===== config.mk =====
export PLATFORM = sky130hd
export DESIGN_NAME = wb_counter_ctrl_flat
export DESIGN_NICKNAME = d
export VERILOG_FILES = /design/src/rtl/wb_counter_ctrl_if.sv /design/src/rtl/wb_counter_ctrl.sv /design/src/flat_wrapper.sv
export SDC_FILE = /design/constraint.sdc
export NUM_CORES = 1
export LEC_CHECK = 0
export BUFFER_PORTS_ARGS = -buffer_cell sky130_fd_sc_hd__buf_2
export CELL_PAD_IN_SITES_DETAIL_PLACEMENT = 1
export CELL_PAD_IN_SITES_GLOBAL_PLACEMENT = 1
export CORE_MARGIN = 10
export CORE_UTILIZATION = 34
export DETAILED_ROUTE_END_ITERATION = 6
export MAX_ROUTING_LAYER = met4
export PLACE_DENSITY_LB_ADDON = 0.1
export SLEW_MARGIN = 20
export SYNTH_ARGS = -nofsm -noshare
export SYNTH_HDL_FRONTEND = slang
export SYNTH_SLANG_ARGS = --single-unit

===== constraint.sdc =====
create_clock -name wb_clk_i -period 1.75 [get_ports wb_clk_i]
set_clock_uncertainty 0.05 [all_clocks]
set_input_delay 0.0875 -clock wb_clk_i [delete_from_list [all_inputs] [get_ports wb_clk_i]]
set_output_delay 0.0875 -clock wb_clk_i [all_outputs]
set_load 0.005 [all_outputs]

===== src/rtl/wb_counter_ctrl_if.sv =====
// rtl/wb_counter_ctrl_if.sv - Wishbone classic slave bus bundle for wb_counter_ctrl
interface wb_counter_ctrl_if;
  logic        wbs_cyc_i;
  logic        wbs_stb_i;
  logic        wbs_we_i;
  logic [3:0]  wbs_sel_i;
  logic [31:0] wbs_adr_i;
  logic [31:0] wbs_dat_i;
  logic        wbs_ack_o;
  logic [31:0] wbs_dat_o;

  modport master (
    output wbs_cyc_i, wbs_stb_i, wbs_we_i, wbs_sel_i, wbs_adr_i, wbs_dat_i,
    input  wbs_ack_o, wbs_dat_o
  );

  modport slave (
    input  wbs_cyc_i, wbs_stb_i, wbs_we_i, wbs_sel_i, wbs_adr_i, wbs_dat_i,
    output wbs_ack_o, wbs_dat_o
  );
endinterface


===== src/rtl/wb_counter_ctrl.sv =====
// rtl/wb_counter_ctrl.sv - Wishbone-mapped enable/load/compare controller for the user counter
module wb_counter_ctrl #(
  parameter int          BITS     = 30,
  parameter logic [31:0] BASE_ADR = 32'h3000_0000
) (
  input  logic            wb_clk_i,
  input  logic            wb_rst_i,
  wb_counter_ctrl_if.slave wbs,
  input  logic            la_load_req,
  input  logic [BITS-1:0] la_load_val,
  input  logic [BITS-1:0] cnt_value,
  output logic            cnt_en,
  output logic            cnt_load,
  output logic [BITS-1:0] cnt_load_val,
  output logic            irq
);

  typedef enum logic {ST_IDLE = 1'b0, ST_ACK = 1'b1} bus_state_t;

  bus_state_t      state, state_next;
  logic            bus_hit, bus_take, wr;
  logic [2:0]      reg_idx;
  logic [31:0]     wr_mask;
  logic [31:0]     rd_data, dat_q;
  logic [31:0]     load_ext, compare_ext, count_ext;
  logic [31:0]     load_merged, compare_merged, ctrl_merged;

  logic            ctrl_en, ctrl_oneshot, ctrl_irq_en;
  logic [BITS-1:0] load_reg, compare_reg;
  logic            match, load_pend;
  logic            match_hit, status_w1c, load_wr, wb_issue;
  logic            unused_bits;

  function automatic logic [31:0] merge(input logic [31:0] old, input logic [31:0] dat,
                                        input logic [31:0] m);
    return (old & ~m) | (dat & m);
  endfunction

  assign bus_hit = wbs.wbs_cyc_i & wbs.wbs_stb_i & (wbs.wbs_adr_i[31:8] == BASE_ADR[31:8]);
  assign reg_idx = wbs.wbs_adr_i[4:2];
  assign wr      = bus_take & wbs.wbs_we_i;
  assign wr_mask = {{8{wbs.wbs_sel_i[3]}}, {8{wbs.wbs_sel_i[2]}},
                    {8{wbs.wbs_sel_i[1]}}, {8{wbs.wbs_sel_i[0]}}};

  // Zero-extend BITS-wide state to the 32-bit bus width
  always_comb begin
    load_ext                = '0;
    compare_ext             = '0;
    count_ext               = '0;
    load_ext[BITS-1:0]      = load_reg;
    compare_ext[BITS-1:0]   = compare_reg;
    count_ext[BITS-1:0]     = cnt_value;
  end

  assign load_merged    = merge(load_ext, wbs.wbs_dat_i, wr_mask);
  assign compare_merged = merge(compare_ext, wbs.wbs_dat_i, wr_mask);
  assign ctrl_merged    = merge({29'b0, ctrl_irq_en, ctrl_oneshot, ctrl_en}, wbs.wbs_dat_i, wr_mask);

  assign match_hit  = ctrl_en & (cnt_value == compare_reg);
  assign status_w1c = wr & (reg_idx == 3'd3) & wbs.wbs_sel_i[0] & wbs.wbs_dat_i[0];
  assign load_wr    = wr & (reg_idx == 3'd1);
  // A fresh LOAD write defers issue by one cycle so only the newest value is loaded
  assign wb_issue   = load_pend & ~la_load_req & ~load_wr;

  assign unused_bits = ^{wbs.wbs_adr_i[7:5], wbs.wbs_adr_i[1:0], load_merged,
                         compare_merged, ctrl_merged};

  // Bus state register
  always_ff @(posedge wb_clk_i) begin
    if (wb_rst_i) state <= ST_IDLE;
    else          state <= state_next;
  end

  // Bus next-state: accept a hit in IDLE, always return from ACK
  always_comb begin
    state_next = state;
    bus_take   = 1'b0;
    case (state)
      ST_IDLE: if (bus_hit) begin
        state_next = ST_ACK;
        bus_take   = 1'b1;
      end
      ST_ACK:  state_next = ST_IDLE;
      default: state_next = ST_IDLE;
    endcase
  end

  // Register read mux
  always_comb begin
    rd_data = '0;
    case (reg_idx)
      3'd0:    rd_data = {29'b0, ctrl_irq_en, ctrl_oneshot, ctrl_en};
      3'd1:    rd_data = load_ext;
      3'd2:    rd_data = compare_ext;
      3'd3:    rd_data = {30'b0, load_pend, match};
      3'd4:    rd_data = count_ext;
      default: rd_data = '0;
    endcase
  end

  // Read data is captured with the request and held only for the ack cycle
  always_ff @(posedge wb_clk_i) begin
    if (wb_rst_i)                     dat_q <= '0;
    else if (bus_take & ~wbs.wbs_we_i) dat_q <= rd_data;
    else                              dat_q <= '0;
  end

  assign wbs.wbs_ack_o = (state == ST_ACK);
  assign wbs.wbs_dat_o = dat_q;

  // Config registers, sticky match and one-shot auto-disable
  always_ff @(posedge wb_clk_i) begin
    if (wb_rst_i) begin
      ctrl_en      <= 1'b0;
      ctrl_oneshot <= 1'b0;
      ctrl_irq_en  <= 1'b0;
      load_reg     <= '0;
      compare_reg  <= '1;
      match        <= 1'b0;
    end else begin
      if (wr && reg_idx == 3'd0) begin
        ctrl_en      <= ctrl_merged[0];
        ctrl_oneshot <= ctrl_merged[1];
        ctrl_irq_en  <= ctrl_merged[2];
      end
      if (match_hit && ctrl_oneshot) ctrl_en <= 1'b0;
      if (load_wr) load_reg <= load_merged[BITS-1:0];
      if (wr && reg_idx == 3'd2) compare_reg <= compare_merged[BITS-1:0];
      match <= match_hit | (match & ~status_w1c);
    end
  end

  // Load arbitration: LA first, bus load held pending until LA is idle
  always_ff @(posedge wb_clk_i) begin
    if (wb_rst_i) begin
      load_pend    <= 1'b0;
      cnt_load     <= 1'b0;
      cnt_load_val <= '0;
    end else begin
      cnt_load <= la_load_req | wb_issue;
      if (la_load_req)   cnt_load_val <= la_load_val;
      else if (wb_issue) cnt_load_val <= load_reg;
      if (load_wr)       load_pend <= 1'b1;
      else if (wb_issue) load_pend <= 1'b0;
    end
  end

  // Registered interrupt level
  always_ff @(posedge wb_clk_i) begin
    if (wb_rst_i) irq <= 1'b0;
    else          irq <= match & ctrl_irq_en;
  end

  assign cnt_en = ctrl_en;

endmodule


===== src/flat_wrapper.sv =====
// flat-port wrapper written by rule: the top's interface ports become plain ports
module wb_counter_ctrl_flat 
#(
  parameter int          BITS     = 30,
  parameter logic [31:0] BASE_ADR = 32'h3000_0000
)
  (wb_clk_i, wb_rst_i, la_load_req, la_load_val, cnt_value, cnt_en, cnt_load, cnt_load_val, irq, wbs_wbs_cyc_i, wbs_wbs_stb_i, wbs_wbs_we_i, wbs_wbs_sel_i, wbs_wbs_adr_i, wbs_wbs_dat_i, wbs_wbs_ack_o, wbs_wbs_dat_o);
  wb_counter_ctrl_if wbs_i ();
  input  logic wb_clk_i;
  input  logic wb_rst_i;
  input  logic la_load_req;
  input  logic [BITS-1:0] la_load_val;
  input  logic [BITS-1:0] cnt_value;
  output logic cnt_en;
  output logic cnt_load;
  output logic [BITS-1:0] cnt_load_val;
  output logic irq;
  input wire logic [$bits(wbs_i.wbs_cyc_i)-1:0] wbs_wbs_cyc_i;
  input wire logic [$bits(wbs_i.wbs_stb_i)-1:0] wbs_wbs_stb_i;
  input wire logic [$bits(wbs_i.wbs_we_i)-1:0] wbs_wbs_we_i;
  input wire logic [$bits(wbs_i.wbs_sel_i)-1:0] wbs_wbs_sel_i;
  input wire logic [$bits(wbs_i.wbs_adr_i)-1:0] wbs_wbs_adr_i;
  input wire logic [$bits(wbs_i.wbs_dat_i)-1:0] wbs_wbs_dat_i;
  output wire logic [$bits(wbs_i.wbs_ack_o)-1:0] wbs_wbs_ack_o;
  output wire logic [$bits(wbs_i.wbs_dat_o)-1:0] wbs_wbs_dat_o;
  assign wbs_i.wbs_cyc_i = wbs_wbs_cyc_i;
  assign wbs_i.wbs_stb_i = wbs_wbs_stb_i;
  assign wbs_i.wbs_we_i = wbs_wbs_we_i;
  assign wbs_i.wbs_sel_i = wbs_wbs_sel_i;
  assign wbs_i.wbs_adr_i = wbs_wbs_adr_i;
  assign wbs_i.wbs_dat_i = wbs_wbs_dat_i;
  assign wbs_wbs_ack_o = wbs_i.wbs_ack_o;
  assign wbs_wbs_dat_o = wbs_i.wbs_dat_o;
  wb_counter_ctrl #(.BITS(BITS), .BASE_ADR(BASE_ADR)) u_core (.wb_clk_i(wb_clk_i), .wb_rst_i(wb_rst_i), .wbs(wbs_i), .la_load_req(la_load_req), .la_load_val(la_load_val), .cnt_value(cnt_value), .cnt_en(cnt_en), .cnt_load(cnt_load), .cnt_load_val(cnt_load_val), .irq(irq));
endmodule

Yosys cells after proc, flatten, opt, wreduce, memory -nomap -nowiden:

Index checks and enable logic that the tools add are counted.

* bits of input ports: 134
* output and inout bits: 66
* bits in registers: 130

* bitwise gates (word level): 29
* muxes and demuxes: 8
* reductions and logical operators: 8
* equal/unequal tests: 6

Operators with widths (number)
* case mux 30 bit (5 select lines): 1
* bitwise AND 30 bit: 3
* two-way mux 30 bit: 2
* bitwise OR 30 bit: 2
* equality test 30 bit: 1
* NOT 30 bit: 1
* equality test 24 x 22 -> 1 bit, second input constant: 1
* bitwise AND 1 bit: 13
* equality test 3 x 2 -> 1 bit, second input constant: 2
* NOT 1 bit: 6
* two-way mux 1 bit: 4
* nonzero test 2 bit: 2
* OR reduction 2 bit: 2
* bitwise AND 3 bit: 1
* equality test 3 x 1 -> 1 bit, second input constant: 1
* equality test 3 bit, second input constant: 1
* logical AND 1 bit: 3
* zero test 3 bit: 1
* bitwise OR 3 bit: 1
* bitwise OR 1 bit: 2
* case mux 1 bit (2 select lines): 1

Logic depth before layout (Yosys ltp):

* word-level depth: 11
* mapped depth: 8
* gate-level depth less buffers: 5

Worst setup path after synthesis:

OpenSTA, ideal clock, no wires.

* path type: register to register
* from: register u_core.state, in the netlist u_core.wbs.wbs_ack_o
* to: register with a tool-made name
* required time: 1.580 ns
* setup slack: -0.061 ns
* period minus slack after synthesis: 1.811 ns
* arrival time: 1.641 ns
* setup time: 0.120 ns
* path buffers: 1
* stages on the path, launching flop included: 7
* cells stage by stage: dfxtp_1 -> nor4_4 -> nand4_4 -> nor4_4 -> buf_6 -> nor2b_1 -> a211o_1

RTL lines
* start: declaration: line wb_counter_ctrl.sv:20 `bus_state_t state, state_next;`
* start signal: assignment: line wb_counter_ctrl.sv:71 `else state <= state_next;`

==> flow_summary.toml <==
[outcome]
outcome = "complete, but fails checks"
violations = "setup timing"

[timing]
maxSlewViolCount = 0
setup-tns-final_ns = -1.55
timing.final.ws_setup_ns = -0.0961
setup_viol = 58
fin_crit_ns = 1.85
worst_hold_slack_across_all_endpoints_ns = 0.0887
final_hold_viol_count = 0
rsz0062_at_grt = "true"
finalCritPeriodShare_pct = 105
clock.fmax_ghz = 0.542

[synthesis]
yosysSeqAreaShare_pct = 37.8
syn-mean-instance-area_um2 = 8.51
synth_ff_type = "sky130_fd_sc_hd__dfxtp_1"
post_synth_instance_area_um2 = 6790
post_syn_instances = 798
number_of_flops_mapped_to_enable_cells_by_yosys = 0
synthDistinctLibCells = 51
synth-async-reset-ratio_pct = 0
synth.ff_latch_count = 128
synth-warning-count = 0

[power]
ir_worst_vdd_mv = 0.693
power-per-cell-area_nw_per_um2 = 751
fin_total_pwr_mw = 7.69
share_seq_of_total_power_pct = 39.1
internal_power_mw = 5.75
power.net_switching_mw = 1.94
combinationalPowerShare_pct = 13.0
power_switching_share_pct = 25.2
leakagePower_nw = 4.23
power.clock.fraction_pct = 47.9

[floorplan]
core_area_um2 = 19500
die-width_um = 161
initial_utilization_pct = 34.8
number_of_top_level_pins = 200
placementRows = 51
die_h_um = 161
dieArea_um2 = 26000

[worst_hold_path]
holdCritStartpoint = "wb_rst_i"
hold_class = "in2reg"
hold_depth = 3
hold-path-endpoint = "u_core.irq"

[critical_path]
r2r-start = "u_core.wbs.wbs_ack_o"
criticalPathCategory = "reg2reg"
r2r_cells = 6
critical_path.max_fanout = 15
setup.reg_to_reg.worst_slack_ns = -0.1
critical_path_arrival_ns = 2.09
critical_path_required_ns = 1.99
crit_startpoint = "u_core.wbs.wbs_ack_o"
critical_path.startpoint_type = "flip-flop"
crit_path_end_kind = "flip-flop"

[placement]
pre_cts_slack_ns = -0.189
place_congestion = 0.838
placement.cell_area_um2 = 8510
port_buffers = 190
detailed_place_hpwl_mm = 19.6

[route]
postRouteWirelength_mm = 29.1
drt_iter0_markers = 360
drc_viols = 0
ant_nets = 0
avgViaCountPerCell = 5.25
drt_pre_antenna_iters = 5
routed_wire_length_per_instance_um = 20.9
dr_total_vias = 7285

[clock_network]
cts.clk_slew.worst_paths_ns = 0.06
root_buffer = "sky130_fd_sc_hd__clkbuf_16"
cts_num_sinks = 128
cts_max_level = 4
clockBufferDepth = 2
cts_tree = "yes"
cts_buffers = 17
worstSkewPairLatency_ns = 0.43

[final_layout]
area.sequential_um2 = 2570
layout.cell_area.non_filler_um2 = 10200
most-common-layout-cells = "sky130_fd_sc_hd__buf_2 (189), sky130_fd_sc_hd__dfxtp_1 (125), sky130_fd_sc_hd__dlygate4sd3_1 (90)"
most_common_cell_after_layout_fill_and_taps_aside = "sky130_fd_sc_hd__buf_2"
filler_cell_count = 2337
multi_input_area_um2 = 3890
finalNetCount = 1242
area_delta_synth_final_pct = 50.8
post_route_cells_drive_above_1_share_pct = 33.6

[global_route]
antenna_violations_before_repair = 2
first_global_vias = 7604
grt-ovfl-total = 0
grt_usage_pct = 21.9
grt_pass1_wl_mm = 44.1
largest_net_degree_at_the_start_of_global_routing = 62

[job]
drv_cap = 0
## stage by stage
| step | util [%] | cells |
|---|---|---|
| 6_report | 52.4 | 1387 |
| 5_1_grt | 52.4 | 1387 |
| 4_1_cts | 51.6 | 1380 |
| 3_5_place_dp | 43.6 | 1256 |
| 3_3_place_gp | 43.6 | 1256 |
| 2_1_floorplan | - | 799 |
## synth_stat cells (5+ instances only)
cell type	number	area share [%]
sky130_fd_sc_hd__inv_1	33	1.8
sky130_fd_sc_hd__nand3_1	66	4.9
sky130_fd_sc_hd__o221ai_1	30	3.9
sky130_fd_sc_hd__mux2_2	30	5.0
sky130_fd_sc_hd__nand4_1	9	0.83
sky130_fd_sc_hd__nor4_1	5	0.46
sky130_fd_sc_hd__nor2b_1	34	3.1
sky130_fd_sc_hd__nand2_1	42	2.3
sky130_fd_sc_hd__buf_2	11	0.81
sky130_fd_sc_hd__mux2i_1	26	3.8
sky130_fd_sc_hd__o21ai_0	39	2.9
sky130_fd_sc_hd__a21oi_1	37	2.7
sky130_fd_sc_hd__xnor2_1	26	3.4
sky130_fd_sc_hd__a22oi_1	28	3.1
sky130_fd_sc_hd__nor2_1	86	4.8
sky130_fd_sc_hd__dfxtp_1	128	38
sky130_fd_sc_hd__nor4_4	5	1.6
sky130_fd_sc_hd__a211o_1	30	3.9
sky130_fd_sc_hd__a31oi_1	32	2.9
sky130_fd_sc_hd__clkbuf_1	51	2.8
## worst max-delay path: stages (launching register included)
cell and delay [ns]:
sky130_fd_sc_hd__dfxtp_2 0.35, sky130_fd_sc_hd__nor4_4 0.21, sky130_fd_sc_hd__nand4_4 0.24, sky130_fd_sc_hd__nor4_4 0.35
sky130_fd_sc_hd__buf_12 0.18, sky130_fd_sc_hd__nor2b_1 0.05, sky130_fd_sc_hd__a211o_1 0.29
## worst max-delay path by stage
stage	to	slack (ns)	cells after the start
after CTS	flip-flop	-0.11	6
after global placement	flip-flop	-0.19	9
after detailed placement	u_core.wbs.wbs_dat_o[1]	-0.19	6
after floorplan	flip-flop	-0.05	6
after global routing	flip-flop	-0.18	6
final	flip-flop	-0.1	6
## cell families (layout without fill, tap and decap cells)
| logic type | count (synthesis) | after routing | share of synthesized area (%) |
|---|---|---|---|
| other cells | 1 | 4 | 0.0552 |
| xor+xnor | 30 | 30 | 3.87 |
| mux | 58 | 58 | 9.47 |
| buf+inv | 106 | 427 | 6.56 |
| compound gates | 201 | 201 | 20.1 |
| simple gates | 274 | 274 | 22.2 |
| flops | 128 | 128 | 37.8 |
## layer usage
metal,track usage (%),vias to the layer above,routed length [um]
met1,26.2,3571,13000
met2,37.0,181,14300
met5,-,-,0
met3,4.30,29,1120
met4,5.79,0,582
li1,-,3504,-
## final cells by class
type | instances | share of cell area, %
Clock inverter | 13 | 1.60
Tap cell | 265 | 3.24
Inverter | 35 | 1.28
Sequential cell | 128 | 25.1
Antenna cell | 2 | 0.0489
Timing Repair Buffer | 361 | 26.5
Multi-Input combinational cell | 565 | 38.0
Clock buffer | 18 | 4.29
## power groups by stage
stage	Clock, mW	Combinational, mW	Sequential (mW)
global placement	0	0.817	3.07
floorplan	0	0.390	3.06
finish	3.69	0.999	3.00
detailed placement	0	0.822	3.07
global route	3.90	1.09	3.01
CTS	3.75	0.990	3.00
## timing repair
| action | 4_1_cts | 5_1_grt |
|---|---|---|
| hold buffers | 90 | 0 |
| setup buffers | 3 | 1 |
| resized for setup | 5 | 19 |
| pin swaps | 3 | 5 |
| endpoints found under the hold margin | 122 | 0 |
| endpoints found under the setup margin | 71 | 92 |
| gates cloned | 0 | 4 |
No activity file was read; power rests on OpenSTA's default activity.
